`config.mk`:
```
export PLATFORM = sky130hd
export DESIGN_NAME = pwm_capture_flat
export DESIGN_NICKNAME = d
export VERILOG_FILES = /design/src/rtl/pwm_capture_if.sv /design/src/rtl/pwm_capture.sv /design/src/flat_wrapper.sv
export SDC_FILE = /design/constraint.sdc
export NUM_CORES = 1
export LEC_CHECK = 0
export ABC_AREA = 1
export CAP_MARGIN = 15
export CORE_MARGIN = 2
export CORE_UTILIZATION = 40
export DETAILED_ROUTE_END_ITERATION = 10
export PLACE_DENSITY = 0.72
export SLEW_MARGIN = 20
export SYNTH_ARGS = -nofsm -noshare
export SYNTH_HDL_FRONTEND = slang
export SYNTH_SLANG_ARGS = --single-unit
```
`constraint.sdc`:
```
create_clock -name clk -period 1.42 [get_ports clk]
set_clock_uncertainty 0.15 [all_clocks]
set_input_delay 0.426 -clock clk [delete_from_list [all_inputs] [get_ports clk]]
set_output_delay 0.426 -clock clk [all_outputs]
set_load 0.03 [all_outputs]
```
`src/rtl/pwm_capture_if.sv`:
```
// pwm_capture_if
//   Valid/ready record channel carrying one PWM period measurement.
//   Set WIDTH to the same value as the WIDTH of the pwm_capture that drives it.
//
//   m_valid  producer -> consumer  a measurement record is available
//   m_ready  consumer -> producer  the record is accepted when m_valid && m_ready
//   m_t_on   producer -> consumer  high time, in clock cycles
//   m_t_off  producer -> consumer  low time, in clock cycles
//   m_sat    producer -> consumer  m_t_on or m_t_off hit the saturation value
//
//   master: the measuring block. slave: the consumer.
interface pwm_capture_if #(
  parameter int WIDTH = 8
);
  logic             m_valid;
  logic             m_ready;
  logic [WIDTH-1:0] m_t_on;
  logic [WIDTH-1:0] m_t_off;
  logic             m_sat;

  modport master (
    output m_valid,
    output m_t_on,
    output m_t_off,
    output m_sat,
    input  m_ready
  );

  modport slave (
    input  m_valid,
    input  m_t_on,
    input  m_t_off,
    input  m_sat,
    output m_ready
  );
endinterface

```
`src/rtl/pwm_capture.sv`:
```
// pwm_capture
//   Measures the high and low time of each complete period on a PWM line
//   and hands every period out as one record on a valid/ready channel.
//   The partial period in progress at reset release is never reported.
//   Durations saturate at 2^WIDTH-1, and a phase that reaches that count
//   raises stuck.
//
//   Ports
//     clk          rising-edge clock
//     rst_n        synchronous active-low reset
//     pwm_in       PWM line, already synchronous to clk
//     m            record channel (master side): m_valid, m_ready,
//                  m_t_on, m_t_off, m_sat
//     stuck        current phase has reached the saturation count
//     overrun      sticky: a record was dropped because the output
//                  register was still occupied
//     clr_overrun  single-cycle pulse that clears overrun
module pwm_capture #(
  parameter int WIDTH = 8
) (
  input  logic            clk,
  input  logic            rst_n,
  input  logic            pwm_in,
  pwm_capture_if.master   m,
  output logic            stuck,
  output logic            overrun,
  input  logic            clr_overrun
);

  localparam logic [WIDTH-1:0] MAX = '1;
  localparam logic [WIDTH-1:0] ONE = {{(WIDTH-1){1'b0}}, 1'b1};

  typedef enum logic [1:0] {
    SYNC = 2'd0,
    HIGH = 2'd1,
    LOW  = 2'd2
  } state_t;

  state_t           state;
  state_t           state_d;
  logic             pwm_q;
  logic [WIDTH-1:0] cnt;
  logic [WIDTH-1:0] cnt_d;
  logic [WIDTH-1:0] on_len;
  logic [WIDTH-1:0] on_len_d;
  logic             on_sat;
  logic             on_sat_d;

  logic             rise;
  logic             fall;

  logic             emit;
  logic [WIDTH-1:0] rec_t_on;
  logic [WIDTH-1:0] rec_t_off;
  logic             rec_sat;
  logic             drop;

  // Counter increment that sticks at MAX instead of wrapping.
  function automatic logic [WIDTH-1:0] sat_inc(input logic [WIDTH-1:0] x);
    return (x == MAX) ? MAX : x + ONE;
  endfunction

  // Edges are taken from the live input against last cycle's sample, so a
  // transition is acted on in the same cycle it is first seen.
  assign rise = pwm_in & ~pwm_q;
  assign fall = ~pwm_in & pwm_q;

  // The edge register is loaded from the live input even during reset, so
  // a level held across reset release is not mistaken for an edge.
  always_ff @(posedge clk) begin
    if (!rst_n) begin
      state  <= SYNC;
      pwm_q  <= pwm_in;
      cnt    <= '0;
      on_len <= '0;
      on_sat <= 1'b0;
    end else begin
      state  <= state_d;
      pwm_q  <= pwm_in;
      cnt    <= cnt_d;
      on_len <= on_len_d;
      on_sat <= on_sat_d;
    end
  end

  // SYNC waits for the first rise so that measurement starts on a clean
  // period boundary. The high time is parked in on_len at the fall, and the
  // closing rise emits the record built from on_len and the low count.
  // A fresh phase starts at 1 because the edge cycle itself already carries
  // the new level.
  always_comb begin
    state_d   = state;
    cnt_d     = cnt;
    on_len_d  = on_len;
    on_sat_d  = on_sat;
    emit      = 1'b0;
    rec_t_on  = on_len;
    rec_t_off = cnt;
    rec_sat   = on_sat | (cnt == MAX);

    case (state)
      SYNC: begin
        if (rise) begin
          state_d = HIGH;
          cnt_d   = ONE;
        end
      end
      HIGH: begin
        if (fall) begin
          on_len_d = cnt;
          on_sat_d = (cnt == MAX);
          cnt_d    = ONE;
          state_d  = LOW;
        end else begin
          cnt_d = sat_inc(cnt);
        end
      end
      LOW: begin
        if (rise) begin
          emit    = 1'b1;
          cnt_d   = ONE;
          state_d = HIGH;
        end else begin
          cnt_d = sat_inc(cnt);
        end
      end
      default: begin
        state_d = SYNC;
        cnt_d   = '0;
      end
    endcase
  end

  // A record is dropped only when the output register still holds an
  // unaccepted record; a handshake in the same cycle frees the slot.
  assign drop = emit & m.m_valid & ~m.m_ready;

  // Single-entry output register. A new record may replace an accepted one
  // in the same cycle, so a ready consumer sees no bubble. A drop wins over
  // clr_overrun so that a loss is never silently cleared.
  always_ff @(posedge clk) begin
    if (!rst_n) begin
      m.m_valid <= 1'b0;
      m.m_t_on  <= '0;
      m.m_t_off <= '0;
      m.m_sat   <= 1'b0;
      overrun   <= 1'b0;
    end else begin
      if (drop) begin
        overrun <= 1'b1;
      end else if (clr_overrun) begin
        overrun <= 1'b0;
      end

      if (emit && !drop) begin
        m.m_valid <= 1'b1;
        m.m_t_on  <= rec_t_on;
        m.m_t_off <= rec_t_off;
        m.m_sat   <= rec_sat;
      end else if (m.m_valid && m.m_ready) begin
        m.m_valid <= 1'b0;
      end
    end
  end

  // stuck follows the live counter; it drops on the next edge when the
  // counter reloads to 1.
  assign stuck = (state != SYNC) && (cnt == MAX);

endmodule

```
`src/flat_wrapper.sv`:
```
// flat-port wrapper written by rule: the top's interface ports become plain ports
module pwm_capture_flat 
#(
  parameter int WIDTH = 8
)
  (clk, rst_n, pwm_in, stuck, overrun, clr_overrun, m_m_valid, m_m_t_on, m_m_t_off, m_m_sat, m_m_ready);
  pwm_capture_if #(.WIDTH(WIDTH)) m_i ();
  input  logic clk;
  input  logic rst_n;
  input  logic pwm_in;
  output logic stuck;
  output logic overrun;
  input  logic clr_overrun;
  output wire logic [$bits(m_i.m_valid)-1:0] m_m_valid;
  output wire logic [$bits(m_i.m_t_on)-1:0] m_m_t_on;
  output wire logic [$bits(m_i.m_t_off)-1:0] m_m_t_off;
  output wire logic [$bits(m_i.m_sat)-1:0] m_m_sat;
  input wire logic [$bits(m_i.m_ready)-1:0] m_m_ready;
  assign m_m_valid = m_i.m_valid;
  assign m_m_t_on = m_i.m_t_on;
  assign m_m_t_off = m_i.m_t_off;
  assign m_m_sat = m_i.m_sat;
  assign m_i.m_ready = m_m_ready;
  pwm_capture #(.WIDTH(WIDTH)) u_core (.clk(clk), .rst_n(rst_n), .pwm_in(pwm_in), .m(m_i), .stuck(stuck), .overrun(overrun), .clr_overrun(clr_overrun));
endmodule
```
======== Word-level counts from Yosys, hierarchy flattened ========
Index checks and enable logic that the tools add are counted.
storage, ports and cells
  register bits ........................... 39
  latch bits .............................. 0
  RAM bits ................................ 0
  memory bits (read-only) ................. 0
  bits of input ports ..................... 5
  output and inout port bits .............. 20
  memories kept ........................... 0
operators by class
  add/subtract/negate cells ............... 1
  $mul .................................... 0
  divide/modulo/power cells ............... 0
  magnitude comparators ................... 0
  equality and inequality tests ........... 6
  shift-type cells ........................ 0
  muxes and demuxes ....................... 14
  bitwise logic cells ..................... 8
  reduce and logical (&&, ||, !) cells .... 11
operator list
  cell                   count
  $mux W8                4
  $pmux W8 S3            1
  $add A8 B1 Y8 const B  1
  $eq A8 B8 Y1 const B   1
  $mux W1                6
  $ne A2 B1 Y1 const B   3
  $reduce_bool A2 Y1     3
  $and A1 B1 Y1          4
  $mux W2                2
  $pmux W2 S2            1
  $reduce_and A2 Y1      2
  $logic_and A1 B1 Y1    3
  $not A1 Y1             3
  $eq A2 B1 Y1 const B   1
  $eq A2 B2 Y1 const B   1
  $logic_not A2 Y1       1
  $reduce_or A2 Y1       1
  $logic_not A1 Y1       1
  $or A1 B1 Y1           1

======== Logic depth before layout (Yosys ltp) ========
  depth after elaboration ................. 9
  depth in mapped cells ................... 9
  gate-level depth less buffers ........... 8

======== Worst setup path before layout ========
No wires, ideal clock.
  kind .................................... reg2out
  start point ............................. register u_core.cnt[1]
  end point ............................... output port stuck
  arrival ................................. 1340 ps
  required time ........................... 844 ps
  setup slack ............................. -496 ps
  cell stages (with the launch flop) ...... 8
  path through ............................ dfxtp_1 -> ha_1 -> nand2_2 -> inv_2 -> nand2_2 -> nor2_4 -> inv_2 -> nor2_1
between the ends
  word-level cells in the longest chain between the ends .. 2
ends and longest elaborated chain
  element                   RTL line            RTL
  start: declaration        pwm_capture.sv:42   logic [WIDTH-1:0] cnt;
  start signal: assignment  pwm_capture.sv:80   cnt <= cnt_d;
  $eq A8 B8 Y1              pwm_capture.sv:168  assign stuck = (state != SYNC) && (cnt == MAX);
  $logic_and A1 B1 Y1       pwm_capture.sv:168
  end: declaration          flat_wrapper.sv:11  output logic stuck;
Every way passes these cells.

======== Worst setup path in the final report ========
Same ends and word-level chain as after synthesis.

==> impl_metrics.yaml <==
clocking:
  cts_tree: "built"
  clkLatencyLatePin_ns: 0.30
  cts.htree.levels: 2
  hold_buffers: 0
  cts_buffers: 5
  clk_pin_slew_ns: 0.07
  cts_root_buffer: "clkbuf_8"
  cts_sinks: 39
  clock_path_buffers: 2
timing:
  grt_setup_unrepaired: "yes"
  fin_crit_sh_pct: 133
  hold_ws_ns: 0.237
  setup_ws_ns: -0.475
  max_freq_mhz: 528
  fin_crit_ns: 1.89
  drv_slew: 0
  slew_headroom_pct: 79.4
  worst_pin_slew_ns: 0.308
  finalSetupViolations: 1
  hold_viol: 0
worst_setup_path:
  critPathLaunchType: "flip-flop"
  cp-end-kind: "output pin"
  criticalPathCategory: "reg2out"
  worst_ep_arrival_time_ns: 1.32
  rr_startpoint: "u_core.pwm_q$_DFF_P_"
  critPathRequiredTime_ns: 0.84
  cp-startpoint: "u_core.cnt[1]$_SDFFE_PN0P_"
  cp_max_fo: 2
  rrSetupSlack_ns: 0.02
pwr:
  ir_drop_mv: 0.478
  p_leak_uw: 0.00115
  total_power_uw: 2320
  p_per_area_nw_per_um2: 923
floorplan:
  ioPinCount: 25
  fp.dieArea_um2: 4560
  dieWidth_um: 67.5
  core_um2: 3940
  die_height_um: 67.5
  rows: 23
  start_util_pct: 40.9
final_layout:
  areaGrowthSynthToFinish_pct: 55.6
  nets: 277
  finish.utilization_pct: 63.7
  nFillCells: 311
  antennaDiodeCount: 0
  stdcell_count: 322
  drive_above_1_share_pct: 45.2
synth:
  synthesis.nets: 217
  syn_avg_cell_area_um2: 7.64
  synthTopCellsByArea: "dfxtp_1 (48%), nor2_1 (7.9%), nand2_1 (7.4%)"
  yosysTopAreaCellShare_pct: 48.4
  netlist-cell-type-count: 20
  yosysWarningCount: 0
  seq_area_frac_synth_pct: 48.4
  yosys.area.top_type: "dfxtp_1"
  syn_area_um2: 1610
  ys_ff_latch: 39
  netlist_instances: 211
placed_design:
  place.gp.congestion: 0.787
  portBuffers: 24
  dp.cells: 305
  hpwl_mm: 2.57
  place_ws_ns: -0.497
run:
  maxCapViolCount: 0
global_routing:
  grt_overflow: 0
  grt_pass1_vias: 1508
  antenna_found_initial: 0
  grt.total_usage_pct: 19.4
  grt_pass1_wl_mm: 6.50
  grt_max_degree: 24
detailed_routing:
  first_pass_iters: 4
  dr.first_iter.drc_count: 171
  num_vias: 1577
  wirelength_mm: 4.34
  avgRoutedWirePerCell_um: 13.5
  routed_via_density: 4.90
  final_antenna_net_count: 0
  drcViolationCount: 0
run_status:
  violations: "setup timing"
  status: "finished with violations"
min_path:
  hold_class: "in2reg"
  worstHoldStart: "pwm_in"
cell usage in the layout (no fill, tap or decap), types with 2 or more instances in the layout:
master	Yosys	layout
a21oi_1	23	18
a21oi_2	3	8
buf_12	0	3
buf_4	1	37
buf_6	3	12
clkbuf_16	0	3
clkbuf_8	0	5
dfxtp_1	39	29
dfxtp_2	0	9
dlymetal6s2s_1	0	2
inv_1	16	13
inv_2	5	7
nand2_1	32	29
nand2_2	5	3
nand2_4	0	5
nand3_1	6	3
nand3_2	0	3
nand4_1	2	2
nor2_1	34	29
nor2_2	3	3
nor2_4	3	8
o21ai_0	15	10
o21ai_1	16	10
o21ai_2	0	10
Yosys cell counts:
master / number
dfxtp_1: 39
nor2_1: 34
nand2_1: 32
a21oi_1: 23
inv_1: 16
o21ai_1: 16
o21ai_0: 15
nand3_1: 6
inv_2: 5
nand2_2: 5
a21oi_2: 3
buf_6: 3
nor2_2: 3
nor2_4: 3
clkbuf_1: 2
nand4_1: 2
a21oi_4: 1
buf_4: 1
ha_1: 1
nor3_1: 1
stage by stage:
stage	TNS (ns)	cell area, um^2
CTS	-0.525	2270
global route	-1.87	2510
finish	-0.475	2510
detailed placement	-16.91	2080
global placement	-15.61	2080
floorplan	-0.218	1640
worst paths after layout:
| check | cells after the start | endpoint |
|---|---|---|
| setup reg to reg | 8 | u_core.m.m_t_on[3]$_SDFFE_PN0P_ |
| setup / recovery | 8 | stuck |
| hold reg to reg | 2 | u_core.m.m_t_on[5]$_SDFFE_PN0P_ |
| hold / removal | 1 | u_core.pwm_q$_DFF_P_ |
state kept, by name, summed over array words and instances (netlist names):
signal / flops
u_core.on_len: 8
u_core.state: 2
u_core.m.m_valid: 1
u_core.pwm_q: 1
u_core.cnt: 8
u_core.m.m_t_off: 8
u_core.m.m_sat: 1
u_core.on_sat: 1
u_core.m.m_t_on: 8
u_core.overrun: 1
final cells by class:
cell class	count	area, um^2	share of cell area, %
Clock buffer	7	97.6	3.89
Clock inverter	1	30.0	1.20
Inverter	21	81.3	3.24
Timing Repair Buffer	59	573	22.8
Tap cell	50	62.6	2.49
Multi-Input combinational cell	145	870	34.6
Sequential cell	39	796	31.7
kinds of logic (layout without fill, tap and decap cells):
group	Yosys count	count (layout)	synth area share [%]
AOI/OAI and AO/OA	58	58	19.4
adders and majority gates	1	1	0.776
buffers and inverters	27	88	7.91
DFF	39	39	48.4
and+or+nand+nor	86	86	23.5
power breakdown:
part	switching, uW	internal, uW	leakage, uW
Clock	393	631	0.0000636
Combinational	92.6	70.9	0.000771
Sequential	15.9	1110	0.000320
Total	502	1820	0.00115
repair_timing:
item | in CTS | in global routing
resized for setup | 11 | 56
setup endpoints to repair | 36 | 31
buffers inserted | 5 | 6
gates cloned | 0 | 4
pin swaps | 8 | 22
per-layer routing:
| layer | up-vias | GRT usage (%) | part of all wire [%] |
|---|---|---|---|
| li1 | 799 | - | - |
| met1 | 744 | 23.3 | 43 |
| met2 | 25 | 32.0 | 51 |
| met3 | 9 | 5.67 | 4.0 |
| met4 | 0 | 8.42 | 1.8 |
| met5 | - | 0 | 0 |
critical path, stage by stage, from the launching register on:
cell and delay (ns):
dfxtp_4 0.36, ha_4 0.14, nand2_4 0.06, inv_4 0.06, nand2_4 0.05, nor2_4 0.09, inv_2 0.05, nor2_4 0.08
buf_6 0.13
No activity file was read; power rests on OpenSTA's default activity.
